File: src/rtl/oam_dma_ctrl.sv
// Sprite-memory DMA controller and CPU bus arbiter: a write to $4014 stalls the CPU and copies a page to OAM.
// Optional build macro OAMDMA_ALIGN_EN adds the parity ALIGN cycle (513/514-cycle stall instead of fixed 513).
module oam_dma_ctrl #(
   parameter logic [15:0] DMA_REG_ADDR  = 16'h4014,
   parameter logic [15:0] OAM_DATA_ADDR = 16'h2004,
   parameter int unsigned XFER_LEN      = 256
) (
   input  logic        Clk,
   input  logic        Reset,
   input  logic [15:0] CPU_ADDR,
   input  logic        CPU_WR,
   input  logic [7:0]  CPU_DO,
   input  logic [7:0]  BUS_DI,
   output logic        RDY,
   output logic [15:0] BUS_ADDR,
   output logic        BUS_WR,
   output logic [7:0]  BUS_DO,
   output logic        DMA_BUSY,
   output logic        DMA_DONE
);

   localparam int unsigned IDX_W = 8;
   localparam logic [IDX_W-1:0] LAST_IDX = IDX_W'(XFER_LEN - 1);

   typedef enum logic [2:0] {
      ST_IDLE  = 3'd0,
      ST_HALT  = 3'd1,
      ST_ALIGN = 3'd2,
      ST_READ  = 3'd3,
      ST_WRITE = 3'd4
   } state_e;

   state_e           state_q, state_d;
   logic [7:0]       page_q, page_d;
   logic [IDX_W-1:0] index_q, index_d;
   logic [7:0]       data_q, data_d;
   logic             rdy_q, rdy_d;
   logic             busy_q, busy_d;
   logic             done_q, done_d;
`ifdef OAMDMA_ALIGN_EN
   logic             par_q;
`endif

   // Next-state and datapath updates
   always_comb begin
      state_d = state_q;
      page_d  = page_q;
      index_d = index_q;
      data_d  = data_q;
      done_d  = 1'b0;
      case (state_q)
         ST_IDLE: begin
            if (!CPU_WR && (CPU_ADDR == DMA_REG_ADDR)) begin
               state_d = ST_HALT;
               page_d  = CPU_DO;
               index_d = '0;
            end
         end
         ST_HALT: begin
`ifdef OAMDMA_ALIGN_EN
            // Reads must land on even parity; an even HALT needs one extra dummy cycle.
            state_d = par_q ? ST_READ : ST_ALIGN;
`else
            state_d = ST_READ;
`endif
         end
`ifdef OAMDMA_ALIGN_EN
         ST_ALIGN: state_d = ST_READ;
`endif
         ST_READ: begin
            data_d  = BUS_DI;
            state_d = ST_WRITE;
         end
         ST_WRITE: begin
            if (index_q == LAST_IDX) begin
               state_d = ST_IDLE;
               done_d  = 1'b1;
            end else begin
               index_d = index_q + IDX_W'(1);
               state_d = ST_READ;
            end
         end
         default: state_d = ST_IDLE;
      endcase
      rdy_d  = (state_d == ST_IDLE);
      busy_d = (state_d != ST_IDLE);
   end

   always_ff @(posedge Clk) begin
      if (Reset) begin
         state_q <= ST_IDLE;
         page_q  <= '0;
         index_q <= '0;
         data_q  <= '0;
         rdy_q   <= 1'b1;
         busy_q  <= 1'b0;
         done_q  <= 1'b0;
`ifdef OAMDMA_ALIGN_EN
         par_q   <= 1'b0;
`endif
      end else begin
         state_q <= state_d;
         page_q  <= page_d;
         index_q <= index_d;
         data_q  <= data_d;
         rdy_q   <= rdy_d;
         busy_q  <= busy_d;
         done_q  <= done_d;
`ifdef OAMDMA_ALIGN_EN
         par_q   <= ~par_q;
`endif
      end
   end

   // Bus arbitration: CPU passes straight through while idle, DMA drives otherwise
   always_comb begin
      BUS_ADDR = CPU_ADDR;
      BUS_WR   = CPU_WR;
      BUS_DO   = CPU_DO;
      case (state_q)
         ST_HALT, ST_ALIGN: begin
            BUS_ADDR = CPU_ADDR;
            BUS_WR   = 1'b1;
            BUS_DO   = data_q;
         end
         ST_READ: begin
            BUS_ADDR = {page_q, index_q};
            BUS_WR   = 1'b1;
            BUS_DO   = data_q;
         end
         ST_WRITE: begin
            BUS_ADDR = OAM_DATA_ADDR;
            BUS_WR   = 1'b0;
            BUS_DO   = data_q;
         end
         default: ;
      endcase
   end

   assign RDY      = rdy_q;
   assign DMA_BUSY = busy_q;
   assign DMA_DONE = done_q;

endmodule

File: config.mk
export PLATFORM = sky130hd
export DESIGN_NAME = oam_dma_ctrl
export DESIGN_NICKNAME = d
export VERILOG_FILES = /design/src/rtl/oam_dma_ctrl.sv
export SDC_FILE = /design/constraint.sdc
export NUM_CORES = 1
export LEC_CHECK = 0
export BUFFER_PORTS_ARGS = -buffer_cell sky130_fd_sc_hd__buf_4
export CAP_MARGIN = 20
export CORE_UTILIZATION = 47
export DETAILED_ROUTE_END_ITERATION = 6
export PLACE_DENSITY = 0.89
export SLEW_MARGIN = 20
export SYNTH_ARGS = -nofsm -noshare
export SYNTH_HDL_FRONTEND = slang
export SYNTH_SLANG_ARGS = --single-unit
File: constraint.sdc
create_clock -name Clk -period 1.75 [get_ports Clk]
set_clock_uncertainty 0.05 [all_clocks]
set_input_delay 0.0875 -clock Clk [delete_from_list [all_inputs] [get_ports Clk]]
set_output_delay 0.0875 -clock Clk [all_outputs]
set_load 0.02 [all_outputs]
# ---- Word-level counts from Yosys, hierarchy flattened
# Cells that the tools add are included.
dict set report word_totals {
  input_bits 35
  register_bits 30
  word_cells 38
  output_inout_bits 28
}
dict set report classes {
  bitwise_logic 1
  mux 10
  addsub 1
  reduce_logical 11
  eq_ne 8
}
# operator count
set op_table {}
lappend op_table {{one-hot mux 16 bit (2 select lines)} 1}
lappend op_table {{two-way mux 8 bit} 3}
lappend op_table {{== test 16 x 15 -> 1 bit (second input constant)} 1}
lappend op_table {{one-hot mux 8 bit (2 select lines)} 1}
lappend op_table {{one-hot mux 3 bit (4 select lines)} 1}
lappend op_table {{adder 8 x 1 -> 8 bit (second input constant)} 1}
lappend op_table {{== test 8 bit (second input constant)} 1}
lappend op_table {{== test 3 x 2 -> 1 bit (second input constant)} 2}
lappend op_table {{logical NOT 3 bit} 2}
lappend op_table {{inequality test 2 bit (second input constant)} 2}
lappend op_table {{OR reduction 4 bit} 1}
lappend op_table {{== test 3 x 1 -> 1 bit (second input constant)} 1}
lappend op_table {{== test 3 bit (second input constant)} 1}
lappend op_table {{two-way mux 3 bit} 1}
lappend op_table {{AND reduction 3 bit} 1}
lappend op_table {{nonzero test 3 bit} 1}
lappend op_table {{OR reduction 3 bit} 1}
lappend op_table {{two-way mux 2 bit} 1}
lappend op_table {{one-hot mux 1 bit (2 select lines)} 1}
lappend op_table {{AND reduction 2 bit} 1}
lappend op_table {{nonzero test 2 bit} 1}
lappend op_table {{OR reduction 2 bit} 1}
lappend op_table {{logical AND 1 bit} 1}
lappend op_table {{logical NOT 1 bit} 1}
lappend op_table {{2 further kinds} 2}

# ---- Longest topological paths before layout
# Gate-level depths: netlist (run 1).
dict set report logic_depth {
  word_depth 5
  ltp_mapped 6
  mapped_depth_nobuf 5
}

# ---- Least setup slack after synthesis (run 1)
# No wires, ideal clock.
dict set report synth_timing {
  path_type {reg2out}
  from {reg state_q[2]}
  to {out BUS_ADDR[0]}
  setup_slack_ns 0.116
  n_path_buf 2
  path_stages_with_launch 7
  required_ns 1.612
  t_arrival_ns 1.497
  path_cell_list {dfxtp_1 -> and2b_2 -> and2_0 -> clkbuf_1 -> nor2_4 -> buf_4 -> a22o_1}
}
dict set report synth_between {
  elab_chain_len 2
  elab_cells_between_ends 3
  cone_classes {eq/ne (2); mux (1)}
}
# element line_no
set synth_rtl {}
lappend synth_rtl {{start: declaration} 33} ;# state_e state_q, state_d;
lappend synth_rtl {{start signal: assignment} 102} ;# state_q <= state_d;
lappend synth_rtl {{== test 3 bit or == test 3 x 2 -> 1 bit (tied branches)} 120} ;# case (state_q)
lappend synth_rtl {{one-hot mux 16 bit (2 select lines) (*)} 120}
lappend synth_rtl {{end: declaration} 15} ;# output logic [15:0] BUS_ADDR,
# Every way passes the cells marked *; elsewhere a longest branch is shown, timed or not.

# ---- Final worst setup path (run 1)
dict set report layout_timing {
  from {reg index_q[0]}
  to {reg index_q[1]}
}
dict set report layout_between {
  elab_chain_len 3
  elab_cells_between_ends 6
  cone_classes {add/sub (1); eq/ne (2); mux (2); reduce/logical (1)}
}
# element line_no
set layout_rtl {}
lappend layout_rtl {{start: declaration} 35} ;# logic [IDX_W-1:0] index_q, index_d;
lappend layout_rtl {{start signal: assignment} 104} ;# index_q <= index_d;
lappend layout_rtl {{adder 8 x 1 -> 8 bit or == test 8 bit (tied branches)} {79, 75}}
lappend layout_rtl {{two-way mux 8 bit or inequality test 2 bit (tied branches)} n/a}
lappend layout_rtl {{one-hot mux 8 bit (2 select lines) or AND reduction 3 bit (tied branches)} n/a}
# Parallel ways exist; a longest one is shown, timed or not. The select of a mux whose other input is x is not followed.
# A chain may end at the register's enable or synchronous reset.

==> impl_metrics.prom, run 1 <==
# TYPE chip_impl_metric gauge
chip_impl_metric{name="relative_contribution_of_sequential_cells_to_total_power",unit="%"} 50.7
chip_impl_metric{name="distinct_cells_synth",unit=""} 38
chip_impl_metric{name="detailedRoute.firstPassIterationCount",unit=""} 7
chip_impl_info{name="clock_tree_from_tritoncts",value="built"} 1
chip_impl_metric{name="p_per_area",unit="nW/um2"} 526
chip_impl_metric{name="min_delay_path_depth",unit=""} 2
chip_impl_metric{name="combinationalPowerShare",unit="%"} 20.2
chip_impl_metric{name="setup_viol",unit=""} 17
chip_impl_metric{name="number_of_enable_flip_flop_cells_after_synthesis",unit=""} 0
chip_impl_metric{name="drive_above_1_share",unit="%"} 41.0
chip_impl_metric{name="synth.cell_area",unit="um2"} 1520
chip_impl_info{name="r2r-end",value="index_q[1]"} 1
chip_impl_metric{name="num-nets-final",unit=""} 309
chip_impl_metric{name="hpwlAfterDp",unit="um"} 3070
chip_impl_info{name="synth-main-ff-cell",value="sky130_fd_sc_hd__dfxtp_1"} 1
chip_impl_metric{name="grt_antenna_before_repair",unit=""} 0
chip_impl_metric{name="drv_slew",unit=""} 0
chip_impl_metric{name="area_delta_synth_final",unit="%"} 67.2
chip_impl_info{name="netlist_top_cells_area",value="sky130_fd_sc_hd__dfxtp_1, sky130_fd_sc_hd__a22o_1, sky130_fd_sc_hd__a21oi_1, sky130_fd_sc_hd__mux2_2, sky130_fd_sc_hd__nand2_1"} 1
chip_impl_info{name="synth_most_common_cell",value="sky130_fd_sc_hd__dfxtp_1"} 1
chip_impl_metric{name="htree_levels",unit=""} 2
chip_impl_metric{name="synthesis.area_per_instance",unit="um2"} 8.60
chip_impl_metric{name="cp_max_fo",unit=""} 7
chip_impl_metric{name="ant_nets",unit=""} 0
chip_impl_metric{name="wl_per_cell",unit="um"} 19.3
chip_impl_metric{name="setup_total_negative_slack",unit="ns"} -0.595
chip_impl_metric{name="register_to_register_path_depth",unit=""} 5
chip_impl_metric{name="power.leakage",unit="uW"} 0.00110
chip_impl_metric{name="switchingPower",unit="uW"} 353
chip_impl_metric{name="yosysTopAreaCellShare",unit="%"} 39.5
chip_impl_metric{name="initial_core_util",unit="%"} 49.8
chip_impl_metric{name="port_buffers",unit=""} 62
chip_impl_metric{name="route.vias.total",unit=""} 1951
chip_impl_metric{name="cts-root-to-sink-buffers",unit=""} 2
chip_impl_metric{name="synth_async_sr_flop_share",unit="%"} 0
chip_impl_metric{name="overflow",unit=""} 0
chip_impl_metric{name="timing.final.ws_setup",unit="ns"} -0.0851
chip_impl_metric{name="postSynthRegisterBits",unit=""} 30
chip_impl_metric{name="r2r_setup_slack",unit="ns"} -0.09
chip_impl_metric{name="multiInputGateArea",unit="um2"} 923
chip_impl_info{name="criticalPathCategory",value="reg -> reg"} 1
chip_impl_metric{name="grt_first_pass_wirelength",unit="um"} 8770
chip_impl_info{name="timing.rr.start",value="index_q[0]"} 1
chip_impl_info{name="worstHoldPathType",value="in -> reg"} 1
chip_impl_metric{name="clock-sinks",unit=""} 30
chip_impl_metric{name="core_area",unit="um2"} 3050
chip_impl_metric{name="max_slew.worst_pin.slew",unit="ns"} 0.497
chip_impl_metric{name="pin_count_of_the_biggest_net_entering_global_routing",unit=""} 25
chip_impl_metric{name="place.gp.congestion",unit=""} 0.874
chip_impl_metric{name="hold_viol",unit=""} 0
chip_impl_info{name="destination_of_the_worst_hold_path",value="state_q[2]"} 1
chip_impl_metric{name="placement.setup.worst_slack",unit="ns"} 0.0660
chip_impl_info{name="root_buffer",value="sky130_fd_sc_hd__clkbuf_4"} 1
chip_impl_metric{name="power_frac_clock",unit="%"} 29.1
chip_impl_metric{name="cp_data_required_time",unit="ns"} 1.97
chip_impl_info{name="violations",value="setup timing"} 1
chip_impl_metric{name="cts_buffers",unit=""} 5
chip_impl_metric{name="final.min_clock_period",unit="ns"} 1.84
chip_impl_metric{name="n_antenna_cell",unit=""} 0
chip_impl_metric{name="die-area",unit="um2"} 3470
chip_impl_metric{name="peakVddDrop",unit="V"} 0.000456
chip_impl_info{name="outcome",value="finished with violations"} 1
chip_impl_metric{name="timing.max_cap.violations",unit=""} 0
chip_impl_info{name="synth.cells.most_frequent",value="sky130_fd_sc_hd__dfxtp_1, sky130_fd_sc_hd__a21oi_1, sky130_fd_sc_hd__nand2_1"} 1
chip_impl_metric{name="clk_pin_slew",unit="ns"} 0.10
chip_impl_metric{name="remaining_design_rule_violation_count",unit=""} 0
chip_impl_info{name="critical_path.startpoint_type",value="flop"} 1
chip_impl_metric{name="floorplan.io_pins",unit=""} 63
chip_impl_metric{name="die_x",unit="um"} 58.9
chip_impl_metric{name="seq_area",unit="um2"} 612
chip_impl_metric{name="drt-total-wl",unit="um"} 6130
chip_impl_metric{name="critPathArrivalTime",unit="ns"} 2.06
chip_impl_metric{name="detailedRoute.firstIterationViolations",unit=""} 203
chip_impl_metric{name="timing.fmax",unit="MHz"} 545
chip_impl_metric{name="synthCells",unit=""} 177
chip_impl_metric{name="clk_latency",unit="ns"} 0.35
chip_impl_metric{name="power_report.internal_total",unit="uW"} 985
chip_impl_metric{name="post-route-period-util",unit="%"} 105
chip_impl_metric{name="ys_seq_area_share",unit="%"} 39.5
chip_impl_metric{name="ys.warnings.count",unit=""} 0
chip_impl_info{name="hold_wc_startpoint",value="Reset"} 1
chip_impl_metric{name="layout.filler_cells",unit=""} 176
chip_impl_metric{name="swShare",unit="%"} 26.4
chip_impl_metric{name="die_height",unit="um"} 58.9
chip_impl_metric{name="synth_fp_nets",unit=""} 213
chip_impl_info{name="rsz0062_at_grt",value="yes"} 1
chip_impl_metric{name="vias_per_std_cell",unit=""} 6.15
chip_impl_metric{name="number_of_global_route_vias_before_repair",unit=""} 1857
chip_impl_metric{name="tightest_slew_margin_relative_to_the_limit",unit="%"} 66.4
chip_impl_metric{name="gr-usage-all-layers",unit="%"} 34.8
chip_impl_info{name="worst_setup_path_end_kind",value="flop"} 1
chip_impl_metric{name="row_count",unit=""} 20
chip_impl_info{name="netlist.top_cell.by_area",value="sky130_fd_sc_hd__dfxtp_1"} 1
worst max path at each step:
stage / depth (start not counted) / to / start
2_1_floorplan: 6 / BUS_ADDR[0] / state_q[2]
3_3_place_gp: 5 / state_q[0] / index_q[0]
3_5_place_dp: 5 / state_q[0] / index_q[0]
4_1_cts: 6 / BUS_DO[5] / state_q[1]
5_1_grt: 5 / index_q[1] / index_q[0]
6_report: 5 / index_q[1] / index_q[0]
per-stage QoR:
stage / utilization [%] / hold WS [ns] / instances / cell area [um2] / total power [uW]
6_report: 83.3 / 0.0555 / 317 / 2540 / 1340
5_1_grt: 83.3 / 0.0465 / 317 / 2540 / 1380
4_1_cts: 80.2 / 0.0448 / 314 / 2450 / 1310
3_5_place_dp: 68.0 / 0.297 / 284 / 2070 / 901
3_3_place_gp: 68.0 / 0.286 / 284 / 2070 / 899
2_1_floorplan: - / 0.110 / 177 / 1520 / 780
cells in the final DEF, fill, tap and decap left out, drive strengths merged, types with 3 or more instances in the layout:
cell type	netlist	layout
a22o	14	14
dlygate4sd3	0	16
nor2	8	8
nor4	3	3
dfxtp	30	30
buf	5	82
and3	4	4
nand3	13	13
a21oi	23	23
o21ai	11	11
inv	3	3
nand2	22	22
o211ai	4	4
clkbuf	4	7
mux2	8	8
xor2	3	3
cell type report:
cell class | count | share of cell area [%]
sequential | 30 | 24.1
clock buffer | 7 | 1.77
multi-input combinational | 135 | 36.3
inverter | 3 | 0.443
timing repair buffer | 98 | 35.3
tap | 44 | 2.16
routing by layer:
metal	vias up	global-route usage [%]	wire length, um
li1	846	-	-
met1	877	39.1	2140
met2	191	57.5	3020
met3	37	9.45	645
met4	0	23.5	324
met5	-	0	0
timing repair:
item,4_1_cts,5_1_grt
endpoints found under the hold margin,16,0
gates cloned,2,0
hold buffers,16,0
resized for setup,35,20
setup endpoints to repair,23,36
pin swaps,2,3
setup buffers,5,3
flip-flops by register name (all words and copies together) (netlist names):
name,flops
index_q,8
DMA_DONE,1
RDY,1
DMA_BUSY,1
page_q,8
state_q,3
data_q,8
power groups by stage:
stage               Clock (uW)  Combinational, uW  Sequential [uW]
finish                     390                270              679
CTS                        383                250              680
global route               423                281              679
global placement             0                201              698
floorplan                    0               82.2              698
detailed placement           0                203              698
cell families (layout without fill, tap and decap cells):
group | Yosys count | count (layout) | synth area share (%)
AND/OR/NAND/NOR | 61 | 61 | 21.2
multiplexers | 9 | 9 | 6.58
adder cells (fa/ha/maj) | 1 | 1 | 0.822
flip-flops | 30 | 30 | 39.5
buffers and inverters | 12 | 108 | 3.54
XOR/XNOR | 4 | 4 | 2.80
AO/OA/AOI/OAI | 60 | 60 | 25.6
worst max-delay path: stages, from the launching register on:
cell,delay (ns)
sky130_fd_sc_hd__dfxtp_2,0.38
sky130_fd_sc_hd__ha_1,0.19
sky130_fd_sc_hd__nand4_1,0.30
sky130_fd_sc_hd__o21a_1,0.34
sky130_fd_sc_hd__a21oi_1,0.25
sky130_fd_sc_hd__mux2i_1,0.24
No activity file was read; power rests on OpenSTA's default activity.
==> inputs of run 2 (changes only) <==
Settings changed: BUFFER_PORTS_ARGS -buffer_cell sky130_fd_sc_hd__buf_4 to unset, CORE_UTILIZATION 47 to 55, DONT_BUFFER_PORTS set to 1, PLACE_DENSITY 0.89 to 0.84, SKIP_LAST_GASP set to 1.
Clock period 1.75 ns to 1.54 ns, I/O delays scaled along.
==> impl_metrics.prom, run 2 <==
# TYPE chip_impl_metric gauge
chip_impl_info{name="outcome",value="aborted with a tool error"} 1
chip_impl_info{name="outcome.stop_stage",value="global routing"} 1
chip_impl_info{name="tool.error",value="[ERROR GRT-0232] Routing congestion too high. Check the congestion heatmap in the GUI."} 1
chip_impl_metric{name="initial_core_util",unit="%"} 59.8
chip_impl_metric{name="pin_count_of_the_biggest_net_entering_global_routing",unit=""} 25
chip_impl_metric{name="synthesis.area_per_instance",unit="um2"} 8.60
chip_impl_metric{name="clock-sinks",unit=""} 30
chip_impl_info{name="synth-main-ff-cell",value="sky130_fd_sc_hd__dfxtp_1"} 1
chip_impl_metric{name="place.gp.congestion",unit=""} 0.880
chip_impl_metric{name="postPlaceCellArea",unit="um2"} 1810
chip_impl_metric{name="cts_buffers",unit=""} 5
chip_impl_info{name="endpoint_type",value="primary output"} 1
chip_impl_metric{name="gr-usage-all-layers",unit="%"} 71.4
chip_impl_metric{name="floorplan.io_pins",unit=""} 63
chip_impl_info{name="netlist_top_cells_area",value="sky130_fd_sc_hd__dfxtp_1, sky130_fd_sc_hd__a22o_1, sky130_fd_sc_hd__a21oi_1, sky130_fd_sc_hd__mux2_2, sky130_fd_sc_hd__nand2_1"} 1
chip_impl_metric{name="synth.cell_area",unit="um2"} 1520
chip_impl_metric{name="yosysTopAreaCellShare",unit="%"} 39.5
chip_impl_metric{name="postSynthRegisterBits",unit=""} 30
chip_impl_info{name="repair-timing-grt-worst-ep",value="BUS_DO[2]"} 1
chip_impl_metric{name="ys_seq_area_share",unit="%"} 39.5
chip_impl_metric{name="synth_async_sr_flop_share",unit="%"} 0
chip_impl_info{name="synth_most_common_cell",value="sky130_fd_sc_hd__dfxtp_1"} 1
chip_impl_metric{name="row_count",unit=""} 18
chip_impl_metric{name="synth_fp_nets",unit=""} 213
chip_impl_metric{name="cts-root-to-sink-buffers",unit=""} 2
chip_impl_info{name="synth.cells.most_frequent",value="sky130_fd_sc_hd__dfxtp_1, sky130_fd_sc_hd__a21oi_1, sky130_fd_sc_hd__nand2_1"} 1
chip_impl_metric{name="ys.warnings.count",unit=""} 0
chip_impl_metric{name="htree_levels",unit=""} 2
chip_impl_info{name="netlist.top_cell.by_area",value="sky130_fd_sc_hd__dfxtp_1"} 1
chip_impl_metric{name="number_of_enable_flip_flop_cells_after_synthesis",unit=""} 0
chip_impl_metric{name="die_x",unit="um"} 54.6
chip_impl_metric{name="distinct_cells_synth",unit=""} 38
chip_impl_metric{name="hpwlAfterDp",unit="um"} 3230
chip_impl_metric{name="port_buffers",unit=""} 0
chip_impl_metric{name="synthCells",unit=""} 177
chip_impl_info{name="root_buffer",value="sky130_fd_sc_hd__clkbuf_4"} 1
chip_impl_metric{name="die_height",unit="um"} 54.6
chip_impl_metric{name="overflow",unit=""} 3
run 2: cell counts after synthesis:
No cell type changed its count.
run 2: kinds of logic after synthesis:
family,synth area share [%]
XOR/XNOR,2.80
adder cells (fa/ha/maj),0.822
AO/OA/AOI/OAI,25.6
buffers and inverters,3.54
multiplexers,6.58
flip-flops,39.5
AND/OR/NAND/NOR,21.2
run 2: per-stage QoR:
stage / setup WS, ns / utilization, % / std cells / hold WS, ns
after global placement: 0.0300 / 70.9 / 223 / 0.0947
after floorplan: 0.0152 / - / 177 / 0.0998
after detailed placement: -0.0754 / 70.9 / 223 / 0.0962
after CTS: -0.175 / 86.5 / 254 / 0.145
run 2: metal layers:
layer,overflow,GRT usage [%]
met3,0,55.8
met1,0,72.3
met5,0,16.7
met4,1,67.9
met2,2,88.4
run 2: what timing repair did:
action                                  CTS
pin swaps                                 5
endpoints found under the setup margin   32
gates resized for setup                  27
buffers inserted                          6
hold buffers                             17
hold endpoints to repair                 24
==> inputs of run 3 (changes only) <==
Settings changed: CORE_UTILIZATION 55 to 40, PLACE_DENSITY 0.84 to unset, PLACE_DENSITY_LB_ADDON set to 0.15.
Clock period 1.54 ns to 2 ns, I/O delays scaled along.
==> impl_metrics.prom, run 3 (synthesis results as in run 1) <==
# TYPE chip_impl_metric gauge
chip_impl_metric{name="detailedRoute.firstIterationViolations",unit=""} 67
chip_impl_info{name="critical_path.startpoint_type",value="flop"} 1
chip_impl_metric{name="postPlaceCellArea",unit="um2"} 1580
chip_impl_metric{name="ant_nets",unit=""} 0
chip_impl_metric{name="register_to_register_path_depth",unit=""} 5
chip_impl_info{name="root_buffer",value="sky130_fd_sc_hd__clkbuf_8"} 1
chip_impl_info{name="final_common_cell",value="sky130_fd_sc_hd__dfxtp_1"} 1
chip_impl_metric{name="clk_latency",unit="ns"} 0.28
chip_impl_metric{name="die_height",unit="um"} 63.7
chip_impl_metric{name="clk_pin_slew",unit="ns"} 0.06
chip_impl_metric{name="final_cell_area",unit="um2"} 1880
chip_impl_metric{name="drive_above_1_share",unit="%"} 15.5
chip_impl_metric{name="timing.fmax",unit="MHz"} 528
chip_impl_info{name="worstHoldPathType",value="in -> reg"} 1
chip_impl_info{name="timing.rr.start",value="index_q[0]"} 1
chip_impl_metric{name="p_per_area",unit="nW/um2"} 643
chip_impl_metric{name="drv_slew",unit=""} 0
chip_impl_info{name="hold_wc_startpoint",value="CPU_ADDR[7]"} 1
chip_impl_metric{name="remaining_design_rule_violation_count",unit=""} 0
chip_impl_metric{name="overflow",unit=""} 0
chip_impl_metric{name="number_of_global_route_vias_before_repair",unit=""} 1383
chip_impl_info{name="criticalPathCategory",value="reg -> out"} 1
chip_impl_metric{name="power.leakage",unit="uW"} 0.000692
chip_impl_info{name="outcome",value="finished, final reports clean"} 1
chip_impl_info{name="worst_setup_path_startpoint",value="state_q[2]"} 1
chip_impl_metric{name="die_x",unit="um"} 63.7
chip_impl_metric{name="detailedRoute.firstPassIterationCount",unit=""} 4
chip_impl_info{name="clock_tree_from_tritoncts",value="built"} 1
chip_impl_metric{name="route.vias.total",unit=""} 1432
chip_impl_metric{name="cts_buffers",unit=""} 5
chip_impl_metric{name="floorplan.io_pins",unit=""} 63
chip_impl_metric{name="pin_count_of_the_biggest_net_entering_global_routing",unit=""} 25
chip_impl_info{name="rsz0062_at_grt",value="no"} 1
chip_impl_metric{name="setup_viol",unit=""} 0
chip_impl_info{name="r2r-end",value="state_q[0]"} 1
chip_impl_metric{name="htree_levels",unit=""} 2
chip_impl_metric{name="final.min_clock_period",unit="ns"} 1.89
chip_impl_metric{name="drt-total-wl",unit="um"} 4120
chip_impl_metric{name="hpwlAfterDp",unit="um"} 3020
chip_impl_metric{name="tightest_slew_margin_relative_to_the_limit",unit="%"} 39.2
chip_impl_metric{name="peakVddDrop",unit="V"} 0.000428
chip_impl_info{name="largestRegisters",value="data_q (8), index_q (8), page_q (8)"} 1
chip_impl_metric{name="cp_data_required_time",unit="ns"} 1.85
chip_impl_metric{name="n_antenna_cell",unit=""} 0
chip_impl_metric{name="timing.final.ws_setup",unit="ns"} 0.105
chip_impl_metric{name="clock-sinks",unit=""} 30
chip_impl_metric{name="post-route-period-util",unit="%"} 94.7
chip_impl_metric{name="timing.max_cap.violations",unit=""} 0
chip_impl_metric{name="grt_first_pass_wirelength",unit="um"} 6710
chip_impl_info{name="final_cell_mix",value="sky130_fd_sc_hd__dfxtp_1, sky130_fd_sc_hd__a21oi_1, sky130_fd_sc_hd__nand2_1"} 1
chip_impl_metric{name="area_delta_synth_final",unit="%"} 23.8
chip_impl_metric{name="place.gp.congestion",unit=""} 0.768
chip_impl_metric{name="grt_antenna_before_repair",unit=""} 0
chip_impl_metric{name="gr-usage-all-layers",unit="%"} 22.1
chip_impl_info{name="worst_setup_path_end_kind",value="primary output"} 1
chip_impl_metric{name="max_slew.worst_pin.slew",unit="ns"} 0.909
chip_impl_metric{name="vias_per_std_cell",unit=""} 5.77
chip_impl_metric{name="cp_max_fo",unit=""} 12
chip_impl_metric{name="final_core_util",unit="%"} 51.4
chip_impl_metric{name="initial_core_util",unit="%"} 41.6
chip_impl_metric{name="num-nets-final",unit=""} 235
chip_impl_metric{name="cts-root-to-sink-buffers",unit=""} 2
chip_impl_metric{name="hold-worst-slack",unit="ns"} 0.259
chip_impl_info{name="setup.worst_path.end",value="BUS_ADDR[10]"} 1
chip_impl_metric{name="wl_per_cell",unit="um"} 16.6
chip_impl_metric{name="port_buffers",unit=""} 0
chip_impl_metric{name="critPathArrivalTime",unit="ns"} 1.74
chip_impl_metric{name="r2r_setup_slack",unit="ns"} 0.22
chip_impl_metric{name="row_count",unit=""} 22
chip_impl_metric{name="core_area",unit="um2"} 3660
chip_impl_metric{name="die-area",unit="um2"} 4050
chip_impl_metric{name="placement.setup.worst_slack",unit="ns"} 0.257
chip_impl_metric{name="hold_viol",unit=""} 0
==> run 3: layout make-up <==
type                            count  area, um2
Inverter                            3       11.3
Clock buffer                        7       86.3
Fill cell                         353       1780
Tap cell                           48       60.1
Multi-Input combinational cell    135        883
Clock inverter                      1       5.00
Sequential cell                    30        602
Timing Repair Buffer               24        235
==> run 3: critical path, stage by stage (launching register included) <==
cell,delay (ns)
sky130_fd_sc_hd__dfxtp_2,0.43
sky130_fd_sc_hd__and2b_2,0.26
sky130_fd_sc_hd__and2_0,0.23
sky130_fd_sc_hd__nor2_4,0.14
sky130_fd_sc_hd__buf_12,0.14
sky130_fd_sc_hd__a22o_1,0.25
==> run 3: timing repair <==
item	CTS	global route
hold endpoints to repair	24	0
gates resized for setup	0	4
setup buffers	2	0
pin swaps	1	0
endpoints found under the setup margin	22	24
hold buffers	17	0
==> run 3: worst min-delay path by stage <==
stage,to,slack [ns],cells after the start
6_report,page_q[1],0.26,4
5_1_grt,page_q[1],0.31,4
4_1_cts,page_q[0],0.26,4
3_5_place_dp,DMA_BUSY,0.12,1
3_3_place_gp,index_q[0],0.12,1
2_1_floorplan,state_q[0],0.12,1
==> run 3: where the power goes <==
| group | leakage (uW) | switching, uW | internal, uW |
|---|---|---|---|
| Combinational | 0.000402 | 63.5 | 46.1 |
| Clock | 0.0000482 | 227 | 277 |
| Sequential | 0.000242 | 0.00245 | 597 |
==> run 3: per-layer routing <==
layer  vias to the layer above  global-route usage, %  routed length (um)
met1                       673                   24.9                1670
li1                        694                      -                   -
met5                         -                      0                   0
met3                        10                   8.33                 348
met4                         0                   10.5                 111
met2                        55                   36.4                1980
==> run 3: through the flow <==
stage | power, uW | std cells | setup TNS [ns]
final | 1210 | 248 | 0
after global routing | 1240 | 248 | 0
after CTS | 1220 | 248 | -0.0228
after detailed placement | 686 | 221 | 0
after global placement | 685 | 221 | 0
after floorplan | 683 | 177 | 0
==> inputs of run 4 (changes only) <==
Settings changed: CORE_AREA set to 2 2 63 65, CORE_UTILIZATION 40 to unset, DIE_AREA set to 0 0 65 67.
==> impl_metrics.prom, run 4 (synthesis results as in run 1) <==
# TYPE chip_impl_metric gauge
chip_impl_info{name="outcome",value="finished, final reports clean"} 1
chip_impl_info{name="worst_setup_path_startpoint",value="state_q[2]"} 1
chip_impl_metric{name="grt_util_met3",unit="%"} 9.12
chip_impl_metric{name="drive_above_1_share",unit="%"} 17.2
chip_impl_metric{name="critPathArrivalTime",unit="ns"} 1.78
chip_impl_metric{name="r2r_setup_slack",unit="ns"} 0.20
chip_impl_info{name="cp_cell_sequence",value="and2b_2, and2_0, buf_6, a22o_2"} 1
chip_impl_metric{name="area_delta_synth_final",unit="%"} 23.4
chip_impl_metric{name="timing.critical_path.buf_inv",unit=""} 1
chip_impl_metric{name="final.min_clock_period",unit="ns"} 1.93
chip_impl_metric{name="clk_pin_slew",unit="ns"} 0.06
chip_impl_metric{name="htree_levels",unit=""} 2
chip_impl_metric{name="timing.fmax",unit="MHz"} 518
chip_impl_metric{name="clk_latency",unit="ns"} 0.28
chip_impl_metric{name="cts-root-to-sink-buffers",unit=""} 2
chip_impl_metric{name="die-area",unit="um2"} 4360
chip_impl_metric{name="detailedRoute.firstIterationViolations",unit=""} 92
chip_impl_metric{name="route.vias.total",unit=""} 1455
chip_impl_metric{name="power.leakage",unit="uW"} 0.000685
chip_impl_metric{name="cp_slowest_stage_delay",unit="ns"} 0.43
chip_impl_info{name="setup.worst_path.end",value="BUS_ADDR[14]"} 1
chip_impl_metric{name="hold_viol",unit=""} 0
chip_impl_metric{name="drt-total-wl",unit="um"} 4350
chip_impl_metric{name="num-nets-final",unit=""} 233
chip_impl_metric{name="peakVddDrop",unit="V"} 0.000385
chip_impl_metric{name="die_x",unit="um"} 65
chip_impl_metric{name="register_to_register_path_depth",unit=""} 5
chip_impl_metric{name="timing.final.ws_setup",unit="ns"} 0.0699
chip_impl_metric{name="floorplan.io_pins",unit=""} 63
chip_impl_info{name="path_delay_family",value="simple AND/OR/NAND/NOR gates"} 1
chip_impl_metric{name="p_per_area",unit="nW/um2"} 646
chip_impl_metric{name="setup_viol",unit=""} 0
chip_impl_metric{name="post-route-period-util",unit="%"} 96.5
chip_impl_info{name="r2r-end",value="state_q[0]"} 1
chip_impl_info{name="final_common_cell",value="sky130_fd_sc_hd__dfxtp_1"} 1
chip_impl_info{name="crit_slowest_cell",value="sky130_fd_sc_hd__dfxtp_2"} 1
chip_impl_metric{name="die_height",unit="um"} 67
chip_impl_metric{name="number_of_global_route_vias_before_repair",unit=""} 1381
chip_impl_metric{name="port_buffers",unit=""} 0
chip_impl_metric{name="timing.critical_path.depth",unit=""} 4
chip_impl_metric{name="max_slew.worst_pin.slew",unit="ns"} 0.923
chip_impl_metric{name="overflow",unit=""} 0
chip_impl_metric{name="clock-sinks",unit=""} 30
chip_impl_info{name="grt_busiest_layer",value="met2"} 1
chip_impl_metric{name="layout.filler_cells",unit=""} 342
chip_impl_metric{name="final_cell_area",unit="um2"} 1880
chip_impl_metric{name="vias_per_std_cell",unit=""} 5.91
chip_impl_metric{name="gr-usage-all-layers",unit="%"} 21.4
chip_impl_metric{name="core_area",unit="um2"} 3610
chip_impl_metric{name="grt_antenna_before_repair",unit=""} 0
chip_impl_metric{name="hpwlAfterDp",unit="um"} 3030
chip_impl_metric{name="detailedRoute.firstPassIterationCount",unit=""} 4
chip_impl_metric{name="remaining_design_rule_violation_count",unit=""} 0
chip_impl_metric{name="timing.max_cap.violations",unit=""} 0
chip_impl_metric{name="cts_buffers",unit=""} 5
chip_impl_metric{name="wl_per_cell",unit="um"} 17.7
chip_impl_metric{name="grt_first_pass_wirelength",unit="um"} 6850
chip_impl_info{name="criticalPathCategory",value="reg -> out"} 1
chip_impl_metric{name="place.gp.congestion",unit=""} 0.818
chip_impl_metric{name="ant_nets",unit=""} 0
chip_impl_metric{name="postPlaceCellArea",unit="um2"} 1560
chip_impl_info{name="timing.rr.start",value="index_q[0]"} 1
chip_impl_metric{name="tightest_slew_margin_relative_to_the_limit",unit="%"} 38.3
chip_impl_info{name="critical_path.startpoint_type",value="flop"} 1
chip_impl_metric{name="n_antenna_cell",unit=""} 0
chip_impl_metric{name="hold-worst-slack",unit="ns"} 0.246
chip_impl_metric{name="grt_use_met1",unit="%"} 26.7
chip_impl_metric{name="placement.setup.worst_slack",unit="ns"} 0.230
chip_impl_metric{name="cp_max_fo",unit=""} 20
chip_impl_info{name="clock_tree_from_tritoncts",value="built"} 1
chip_impl_metric{name="drv_slew",unit=""} 0
chip_impl_metric{name="cp_data_required_time",unit="ns"} 1.85
chip_impl_metric{name="pin_count_of_the_biggest_net_entering_global_routing",unit=""} 25
chip_impl_info{name="worst_setup_path_end_kind",value="primary output"} 1
chip_impl_info{name="root_buffer",value="sky130_fd_sc_hd__clkbuf_8"} 1
chip_impl_metric{name="finalPower",unit="uW"} 1210
chip_impl_metric{name="setup_total_negative_slack",unit="ns"} 0
chip_impl_info{name="final_cell_mix",value="sky130_fd_sc_hd__dfxtp_1, sky130_fd_sc_hd__a21oi_1, sky130_fd_sc_hd__nand2_1"} 1
chip_impl_info{name="largestRegisters",value="data_q (8), index_q (8), page_q (8)"} 1
chip_impl_info{name="worstHoldPathType",value="in -> reg"} 1
chip_impl_metric{name="initial_core_util",unit="%"} 42.2
chip_impl_metric{name="row_count",unit=""} 22
chip_impl_metric{name="global_route.usage.met2",unit="%"} 32.1
[run 4: worst min path at each step]
stage	from	to	slack [ns]	cells past startpoint
3_5_place_dp	Reset	DMA_BUSY	0.12	1
2_1_floorplan	Reset	state_q[0]	0.12	1
5_1_grt	CPU_ADDR[7]	index_q[6]	0.28	4
4_1_cts	CPU_ADDR[7]	index_q[4]	0.23	4
6_report	CPU_ADDR[13]	index_q[4]	0.25	4
3_3_place_gp	Reset	page_q[6]	0.12	1
[run 4: worst min-delay path, delay by kind of cell]
| family | cells | cell delay, ns |
|---|---|---|
| AND/OR/NAND/NOR | 3 | 0.25 |
| AO/OA/AOI/OAI | 1 | 0.19 |
[run 4: per-stage QoR]
stage	utilization [%]	instances
finish	52.1	246
global route	52.1	246
CTS	51.3	246
detailed placement	43.3	219
global placement	43.3	219
floorplan	-	177
[run 4: cell type report]
class	instances	area, um2	share of cell area [%]
inverters	3	11.3	0.600
multi-input cells	135	890	47.4
flip-flops and latches	30	602	32.0
well taps	48	60.1	3.20
clock buffers	7	86.3	4.60
clock inverters	1	5.00	0.266
repair buffers	22	224	11.9
[run 4: power by group]
group	internal, uW	leakage [uW]	switching (uW)
clock	277	0.0000482	229
sequential	597	0.000242	0.00257
combinational	46.0	0.000395	63.3
[run 4: timing repair]
action | 4_1_cts | 5_1_grt
hold buffers | 17 | 0
pin swaps | 1 | 0
buffers inserted | 2 | 0
resized for setup | 0 | 10
endpoints found under the setup margin | 22 | 22
hold endpoints to repair | 24 | 0
[run 4: per-layer routing]
layer,vias to the layer above,share of wire [%]
li1,699,-
met1,678,43
met2,72,44
met3,6,11
met4,0,1.8
met5,-,0
